--- config.mk ---
export PLATFORM = sky130hd
export DESIGN_NAME = ext_cpu_obi_arbiter
export DESIGN_NICKNAME = d
export VERILOG_FILES = /design/src/rtl/ext_cpu_obi_arbiter.sv
export SDC_FILE = /design/constraint.sdc
export NUM_CORES = 1
export LEC_CHECK = 0
export CORE_AREA = 2 2 122 124
export DETAILED_ROUTE_END_ITERATION = 16
export DIE_AREA = 0 0 124 126
export PLACE_DENSITY_LB_ADDON = 0.3
export SYNTH_ARGS = -nofsm -noshare
export SYNTH_HDL_FRONTEND = slang
export SYNTH_SLANG_ARGS = --single-unit
--- constraint.sdc ---
create_clock -name clk_i -period 1.6 [get_ports clk_i]
set_input_delay 0.24 -clock clk_i [delete_from_list [all_inputs] [get_ports clk_i]]
set_output_delay 0.24 -clock clk_i [all_outputs]
set_load 0.005 [all_outputs]
--- src/rtl/ext_cpu_obi_arbiter.sv ---
// Round-robin OBI arbiter sharing one slave port between NHARTS master ports.
// Optional per-master grant counters are built when EXT_OBI_ARB_PERF_EN is defined.

package ext_cpu_obi_pkg;
    typedef struct packed {
        logic        req;
        logic        we;
        logic [3:0]  be;
        logic [31:0] addr;
        logic [31:0] wdata;
    } obi_req_t;

    typedef struct packed {
        logic        gnt;
        logic        rvalid;
        logic [31:0] rdata;
    } obi_resp_t;
endpackage

// Generic synchronous FIFO with wrap-around pointers and a separate occupancy counter.
// Latency: pushed entry visible at pop_dat one cycle after the push.
// Backpressure: push_rdy drops when full; a pop at full does not free the slot for a same-cycle push.
module sync_fifo #(
    parameter int WIDTH = 1,
    parameter int DEPTH = 2
) (
    input  logic             clk_i,
    input  logic             rst_i,
    input  logic             push_vld,
    input  logic [WIDTH-1:0] push_dat,
    output logic             push_rdy,
    output logic             pop_vld,
    output logic [WIDTH-1:0] pop_dat,
    input  logic             pop_rdy
);
    localparam int PW = (DEPTH > 1) ? $clog2(DEPTH) : 1;
    localparam int CW = $clog2(DEPTH + 1);

    logic [WIDTH-1:0] mem [DEPTH];
    logic [PW-1:0]    wr_ptr;
    logic [PW-1:0]    rd_ptr;
    logic [CW-1:0]    count;
    logic             do_push;
    logic             do_pop;

    assign push_rdy = (count != CW'(DEPTH));
    assign pop_vld  = (count != '0);
    assign pop_dat  = mem[rd_ptr];
    assign do_push  = push_vld & push_rdy;
    assign do_pop   = pop_rdy & pop_vld;

    always_ff @(posedge clk_i) begin
        if (do_push) begin
            mem[wr_ptr] <= push_dat;
        end
    end

    always_ff @(posedge clk_i) begin
        if (rst_i) begin
            wr_ptr <= '0;
            rd_ptr <= '0;
            count  <= '0;
        end else begin
            if (do_push) begin
                wr_ptr <= (wr_ptr == PW'(DEPTH - 1)) ? '0 : wr_ptr + 1'b1;
            end
            if (do_pop) begin
                rd_ptr <= (rd_ptr == PW'(DEPTH - 1)) ? '0 : rd_ptr + 1'b1;
            end
            case ({do_push, do_pop})
                2'b10:   count <= count + 1'b1;
                2'b01:   count <= count - 1'b1;
                default: count <= count;
            endcase
        end
    end
endmodule

// Round-robin arbiter: forwards one master request to the shared slave and routes responses back in order.
// Latency: zero cycles on both request/grant and response paths (purely combinational forwarding).
// Backpressure: slave gnt=0 locks the selected master; a full ID FIFO holds slv_req_o.req low.
module ext_cpu_obi_arbiter
    import ext_cpu_obi_pkg::*;
#(
    parameter int NHARTS          = 2,
    parameter int MAX_OUTSTANDING = 2,
    parameter int CNT_W           = 16
) (
    input  logic                         clk_i,
    input  logic                         rst_i,
    input  obi_req_t  [NHARTS-1:0]       mst_req_i,
    output obi_resp_t [NHARTS-1:0]       mst_resp_o,
    output obi_req_t                     slv_req_o,
    input  obi_resp_t                    slv_resp_i,
    output logic                         spurious_o
`ifdef EXT_OBI_ARB_PERF_EN
    ,
    output logic [NHARTS-1:0][CNT_W-1:0] grant_cnt_o
`endif
);
    localparam int IDX_W = $clog2(NHARTS);

    logic [IDX_W-1:0] rr_ptr;
    logic [IDX_W-1:0] lock_idx;
    logic             lock_vld;
    logic [IDX_W-1:0] sel;
    logic             sel_vld;
    logic             fwd_req;
    logic             accept;
    logic             pop;
    logic             fifo_push_rdy;
    logic             fifo_pop_vld;
    logic [IDX_W-1:0] head;

    // Descending scan so the last hit is the first requester at or after rr_ptr.
    always_comb begin
        int j;
        j       = 0;
        sel     = '0;
        sel_vld = 1'b0;
        if (lock_vld) begin
            sel     = lock_idx;
            sel_vld = mst_req_i[lock_idx].req;
        end else begin
            for (int i = NHARTS - 1; i >= 0; i--) begin
                j = int'(rr_ptr) + i;
                if (j >= NHARTS) begin
                    j = j - NHARTS;
                end
                if (mst_req_i[IDX_W'(j)].req) begin
                    sel     = IDX_W'(j);
                    sel_vld = 1'b1;
                end
            end
        end
    end

    assign fwd_req = sel_vld & fifo_push_rdy & ~rst_i;
    assign accept  = fwd_req & slv_resp_i.gnt;
    assign pop     = slv_resp_i.rvalid & fifo_pop_vld & ~rst_i;

    always_comb begin
        slv_req_o  = '0;
        mst_resp_o = '0;
        spurious_o = slv_resp_i.rvalid & ~fifo_pop_vld & ~rst_i;
        if (fwd_req) begin
            slv_req_o = mst_req_i[sel];
        end
        if (accept) begin
            mst_resp_o[sel].gnt = 1'b1;
        end
        if (pop) begin
            mst_resp_o[head].rvalid = 1'b1;
            mst_resp_o[head].rdata  = slv_resp_i.rdata;
        end
    end

    always_ff @(posedge clk_i) begin
        if (rst_i) begin
            rr_ptr   <= '0;
            lock_vld <= 1'b0;
            lock_idx <= '0;
        end else begin
            lock_vld <= fwd_req & ~slv_resp_i.gnt;
            if (fwd_req) begin
                lock_idx <= sel;
            end
            if (accept) begin
                rr_ptr <= (sel == IDX_W'(NHARTS - 1)) ? '0 : sel + 1'b1;
            end
        end
    end

    sync_fifo #(
        .WIDTH (IDX_W),
        .DEPTH (MAX_OUTSTANDING)
    ) u_id_fifo (
        .clk_i    (clk_i),
        .rst_i    (rst_i),
        .push_vld (accept),
        .push_dat (sel),
        .push_rdy (fifo_push_rdy),
        .pop_vld  (fifo_pop_vld),
        .pop_dat  (head),
        .pop_rdy  (pop)
    );

`ifdef EXT_OBI_ARB_PERF_EN
    logic [NHARTS-1:0][CNT_W-1:0] grant_cnt;

    always_ff @(posedge clk_i) begin
        if (rst_i) begin
            grant_cnt <= '0;
        end else if (accept && (grant_cnt[sel] != '1)) begin
            grant_cnt[sel] <= grant_cnt[sel] + 1'b1;
        end
    end

    assign grant_cnt_o = rst_i ? '0 : grant_cnt;
`else
    localparam int unused_cnt_w = CNT_W;
`endif
endmodule

==> results of run 1 <==
[per-stage QoR]
step | cell area [sq um] | setup WS [ns] | hold slack (ns)
floorplan | 2221 | 0.02290 | 0.3050
global placement | 5754 | -0.7778 | 0.4605
detailed placement | 5754 | -0.8169 | 0.4845
CTS | 6296 | -0.6142 | 0.3928
global route | 6967 | -0.3855 | 0.4074
finish | 6967 | -0.3339 | 0.4016
[placed cells by master (no fill, tap or decap), types with 11 or more instances in the layout]
master           Yosys  final
a21oi_1             75     52
a21oi_2              0     22
and3_1              65     14
and3_4               0     51
buf_12               0     17
buf_2               21     68
buf_4                2     33
buf_6                1     65
clkbuf_16            0     11
clkbuf_2             5     30
clkdlybuf4s50_1      0    171
nand3_1             69     53
nand3_2              0     14
o21ai_0             61     34
o21ai_1             10     23
o21ai_2              0     12
[tightest hold or removal path, stage by stage]
cell and delay [ns]:
clkdlybuf4s15_2 0.20, buf_6 0.12, a21oi_2 0.03
[timing repair]
item,in CTS,in global routing
endpoints found under the hold margin,0,0
setup endpoints to repair,143,141
cloned,10,13
pin swaps,11,95
setup buffers,11,47
hold buffers,0,0
resized for setup,182,509
[per-layer routing]
metal / routed length [um] / part of all wire, % / GRT usage (%)
met4: 605 / 3.2 / 6.609
met2: 9994 / 53 / 37.85
met5: 0 / 0 / 0
met3: 1593 / 8.4 / 4.212
met1: 6815 / 36 / 19.28
[cell type report]
cell class,instances,area share [%]
Antenna cell,4,0.1437
Inverter,4,0.2155
Sequential cell,10,3.358
Multi-Input combinational cell,318,34.39
Tap cell,184,3.305
Timing Repair Buffer,412,57.45
Clock buffer,4,1.131
[cells by family after synthesis]
kind of cell	count (synthesis)
AOI/OAI and AO/OA	150
xor gates and xnor gates	2
adders and majority gates	1
buffers and inverters	53
DFF	10
muxes	4
and+or+nand+nor	158
[flip-flops by register name (all words and copies together) (netlist names), named ones only]
signal and cells:
u_id_fifo.rd_ptr 1, lock_vld 1, lock_idx 1, u_id_fifo.mem 2, u_id_fifo.wr_ptr 1, u_id_fifo.count 2, rr_ptr 1
[Yosys cell counts]
master,instances
buf_4,2
a31o_2,1
nand3b_1,1
or3_1,2
ha_1,1
edfxtp_1,2
and3_1,65
o2111ai_2,1
dfxtp_1,8
a21oi_1,75
xnor2_1,1
and2_2,1
nand4_1,1
inv_1,4
xor2_1,1
clkbuf_1,20
mux2i_1,3
mux2_2,1
buf_6,1
o211ai_2,1
buf_2,21
a21boi_1,1
nand2b_1,2
nand2_1,5
nand3_1,69
and3b_1,1
o21ai_0,61
o21ai_1,10
nor3_1,3
clkbuf_2,5
nor2_1,8
[report_power, final]
part	switching [mW]	internal, mW
Sequential	0.0200	0.271
Clock	0.119	0.334
Combinational	0.565	0.903
Total	0.703	1.51
[worst max path at each step]
| stage | end | slack, ns | startpoint | cells after the start |
|---|---|---|---|---|
| 6_report | slv_req_o[22] | -0.33 | lock_vld | 8 |
| 5_1_grt | slv_req_o[47] | -0.39 | lock_vld | 8 |
| 4_1_cts | slv_req_o[69] | -0.61 | lock_vld | 5 |
| 3_5_place_dp | slv_req_o[48] | -0.82 | mst_req_i[69] | 6 |
| 3_3_place_gp | slv_req_o[48] | -0.78 | mst_req_i[69] | 6 |
| 2_1_floorplan | u_id_fifo.count[1] | 0.02 | lock_vld | 5 |
==> reports/results.txt, run 1 <==
Number of fillers in the final layout: 1340
Endpoints failing setup: 140
XOR/XNOR share of the synthesized area: 0.8023%
HP Class: input port to flop
Min-delay src: rst_i
Hold depth: 3
Slew HR: 81.28%
VDD IR max: 287.7 uV
Highest clock rate: 517.1 MHz
Worst r2r path cells: 7
Initial antenna violation count: 4
Tightest Pin Transition: 0.2807 ns
Die Y: 126 um
Max Cap Violations: 0
Ys Warns: 0
Via count: 4691
Initial DRC Count: 255
Leakage: 3.157 nW
Area growth syn-to-layout: 219.1%
CTS Root Cell: clkbuf_16
Post-synthesis sequential area ratio: 10.09%
PortBufs: 314
Leading area contributor after synthesis: and3_1
Synth Area per Inst: 5.776 sq um
Placed cell count: 859
RR Endpoint: u_id_fifo.count[1]
Failing checks: setup timing
Util after Layout: 48.67%
Netlist cell types: 31
Skew-Pair Late Insertion Delay: 0.24 ns
Final Max Slew Viols: 0
Simple-gate share of the synthesized area: 39.89%
DRC: 0
Mapped Nets: 555
Clock sink count: 10
Arrival @ worst endpoint: 1.69 ns
#FFs+latches synth: 10
Setup TNS: -27.87 ns
Adder-Cell Fraction of Synth Area: 0.5731%
CP Capture Type: output port
Final Net Count: 926
Vias in the first global route: 4363
Io pins: 315
Initial Util: 15.25%
Clk buf depth: 2
Hpwl dp: 11120 um
Final Hold Viols: 0
GPL Wtd Cong: 0.8388
WHS Endpoint: u_id_fifo.count[1]
Worst setup SP type: flop
First-pass GRT wire length: 23390 um
Avg WL per Cell: 20.31 um
TritonCTS buffer count: 3
Reg2reg setup slack: -0.17 ns
Pwr Density: 317.5 mW/mm^2
Total GRT Usage: 19.20%
Post-Syn Instances: 378
Critical-path top delay cell: dfxtp_4
Critical Path Max Stage Delay: 0.36 ns
Final wirelength: 19010 um
Clock Skews: 0.003426 ns
Crit path buf inv count: 5
CTS H-tree lvls: 1
CTS tree: yes
Vias per cell: 5.012
Compound-gate portion of the synthesized area: 35.47%
Core ar.: 0.01431 sq mm
Reg area: 234.0 sq um
Crit Path Category: flop to output port
Syn Std Cell Area: 0.002183 sq mm
Largest net degree at the start of global routing: 42
GRT overflow: 0
Clock slew at reported path FFs: 0.04 ns
Min cycle time layout: 1.934 ns
Setup ws final: -0.3339 ns
Multi-input logic area: 0.002396 sq mm
Non-Filler Instances: 936
Antenna Nets Post-Route: 0
Mux cell area share after synthesis: 1.891%
Critical path's top delay family: buffers and inverters
Share of layout cells above drive strength 1: 48.40%
DR pass1 iterations: 5
Status: finished with violations
Unrepaired setup endpoints after global routing: yes
DIE WIDTH: 124 um
Top-area cell type share of the netlist area: 18.62%
Total power: 2.212 mW
Largest family of logic cells by synthesized area: simple AND/OR/NAND/NOR gates
Worst R2R Start: lock_idx
Final critical-path share of the clock period: 120.9%
Die area: 0.01562 sq mm
Crit-path max FO: 7
CP required: 1.36 ns
Ranking of synthesized cells by area: and3_1 (19%), a21oi_1 (17%), nand3_1 (16%)
Worst-path cell chain: and3b_4 > buf_12 > buf_12 > buf_6 > buf_6 > o21ai_2 > a21oi_1 > buf_2
Rows: 44
Note: power is estimated with default switching activity, not from simulation.
==> run 2: changes to the inputs <==
==> constraint.sdc (replaced) <==
create_clock -name clk_i -period 1.6 [get_ports clk_i]
set_input_delay 0.32 -clock clk_i [delete_from_list [all_inputs] [get_ports clk_i]]
set_output_delay 0.32 -clock clk_i [all_outputs]
set_load 0.005 [all_outputs]
==> reports/results.txt, run 2 (synthesized netlist as in run 1, its figures left out) <==
Max Cap Violations: 0 (unchanged)
Leakage: 3.330 nW (+5.5%)
Io pins: 315 (unchanged)
PortBufs: 314 (unchanged)
Grt met3 use: 4.303% (+0.091 points)
Avg WL per Cell: 22.53 um (+11%)
Crit-path max FO: 5 (-2)
Post-route cell area: 0.007690 sq mm (+10%)
Final Net Count: 938 (+1.3%)
HP Class: input port to flop
Antenna Nets Post-Route: 0 (unchanged)
Area growth syn-to-layout: 252.2%
CTS Root Cell: clkbuf_16
Rows: 44 (unchanged)
Slew HR: 77.00% (-4.3 points)
CTS tree: yes
Die Y: 126 um (unchanged)
Worst setup SP type: flop
Tightest Pin Transition: 0.3414 ns (+0.06072 ns)
Vias per cell: 5.161 (+3.0%)
Share of layout cells above drive strength 1: 56.05% (+7.7 points)
Arrival @ worst endpoint: 1.72 ns (+0.03 ns)
Crit Path Category: flop to output port
DIE WIDTH: 124 um (unchanged)
Min-delay src: rst_i
Status: finished with violations
First-pass GRT wire length: 26230 um (+12%)
Grt met1 use: 20.94% (+1.7 points)
Largest registers: u_id_fifo.count (2), u_id_fifo.mem (2)
Pwr Density: 318.3 mW/mm^2 (+0.25%)
Final Hold Viols: 0 (unchanged)
Vias in the first global route: 4750 (+8.9%)
Final wirelength: 21400 um (+13%)
TritonCTS buffer count: 3 (unchanged)
Dpl cell area: 0.005762 sq mm (+0.13%)
Unrepaired setup endpoints after global routing: yes
Clock Skews: 0.002744 ns (-0.0006819 ns)
GRT met2 Usage: 42.57% (+4.7 points)
Initial DRC Count: 259 (+1.6%)
CP Capture Type: output port
DR pass1 iterations: 5 (unchanged)
Commonest non-fill, non-tap cell in the layout: clkdlybuf4s50_1
VDD IR max: 299.5 uV (+4.1%)
Final critical-path share of the clock period: 127.8% (+6.9 points)
Skew-Pair Late Insertion Delay: 0.23 ns (about the same)
Total power: 2.448 mW (+11%)
CP required: 1.28 ns (-0.08 ns)
Worst R2R Start: lock_vld
Hpwl dp: 11240 um (+1.0%)
Endpoints failing setup: 140 (unchanged)
Min cycle time layout: 2.044 ns (+0.1105 ns)
Worst setup startpoint: u_id_fifo.mem[0]
Final Max Slew Viols: 0 (unchanged)
GPL Wtd Cong: 0.8315 (-0.87%)
Setup ws final: -0.4443 ns (-0.1105 ns)
Clk buf depth: 2 (unchanged)
Clock sink count: 10 (unchanged)
Clock slew at reported path FFs: 0.04 ns (about the same)
Most frequent cells in the layout: clkdlybuf4s50_1 (171), buf_6 (81), buf_2 (78)
Die area: 0.01562 sq mm (unchanged)
Via count: 4903 (+4.5%)
Busiest grt layer: met2
Initial antenna violation count: 6 (+2)
Initial Util: 15.25% (unchanged)
GRT overflow: 0 (unchanged)
Largest net degree at the start of global routing: 42 (unchanged)
Failing checks: setup timing
Total GRT Usage: 21.70% (+2.5 points)
Setup TNS: -42.97 ns (-15.10 ns)
Core ar.: 0.01431 sq mm (unchanged)
CTS H-tree lvls: 1 (unchanged)
DRC: 0 (unchanged)
Highest clock rate: 489.2 MHz (-5.4%)
run 2: final cells by class:
class / instances / area (sq um)
timing repair buffer: 425 / 4516
fill: 1223 / 6624
tap: 184 / 230.2
antenna: 6 / 15.01
multi-input combinational: 317 / 2601
sequential: 10 / 234.0
clock buffer: 4 / 78.83
inverter: 4 / 15.01
run 2: repair_timing:
action                     CTS  global route
pin swaps                   30            67
resized for setup          568           321
hold endpoints to repair     0             0
buffers inserted            32            24
cloned                      20            13
setup endpoints to repair  145           143
hold buffers                 0             0
run 2: per-layer routing:
layer  part of all wire [%]  vias up
met5                      0        -
met4                    5.1        0
met3                    8.7       55
met2                     52      294
met1                     35     2362
li1                       -     2192
run 2: worst paths after layout:
check / slack, ns / to / cells past startpoint
setup reg to reg: -0.26 / u_id_fifo.count[1] / 8
hold reg to reg: 0.50 / u_id_fifo.wr_ptr / 1
setup / recovery: -0.44 / mst_resp_o[12] / 7
hold / removal: 0.41 / u_id_fifo.count[1] / 3
run 2: report_power, final:
group	internal (mW)	switching, mW	leakage [nW]
registers	0.272	0.0206	0.0861
clock network	0.334	0.113	0.0382
logic	1.04	0.669	3.21
total	1.64	0.803	3.33
run 2: per-stage QoR:
step	hold WS (ns)	utilization, %	std cells	worst slack (ns)
floorplan	0.3850	-	378	0.02290
global placement	0.4604	40.25	860	-0.9317
detailed placement	0.4843	40.25	860	-0.9931
CTS	0.4165	46.76	914	-0.3956
global route	0.4345	53.72	950	-0.4698
finish	0.4117	53.72	950	-0.4443
run 2: critical path, stage by stage, from the launching register on:
cell and delay (ns):
edfxtp_1 0.41, buf_6 0.15, mux2i_4 0.21, buf_6 0.17, buf_16 0.13, buf_12 0.10
and3_1 0.18, buf_2 0.13
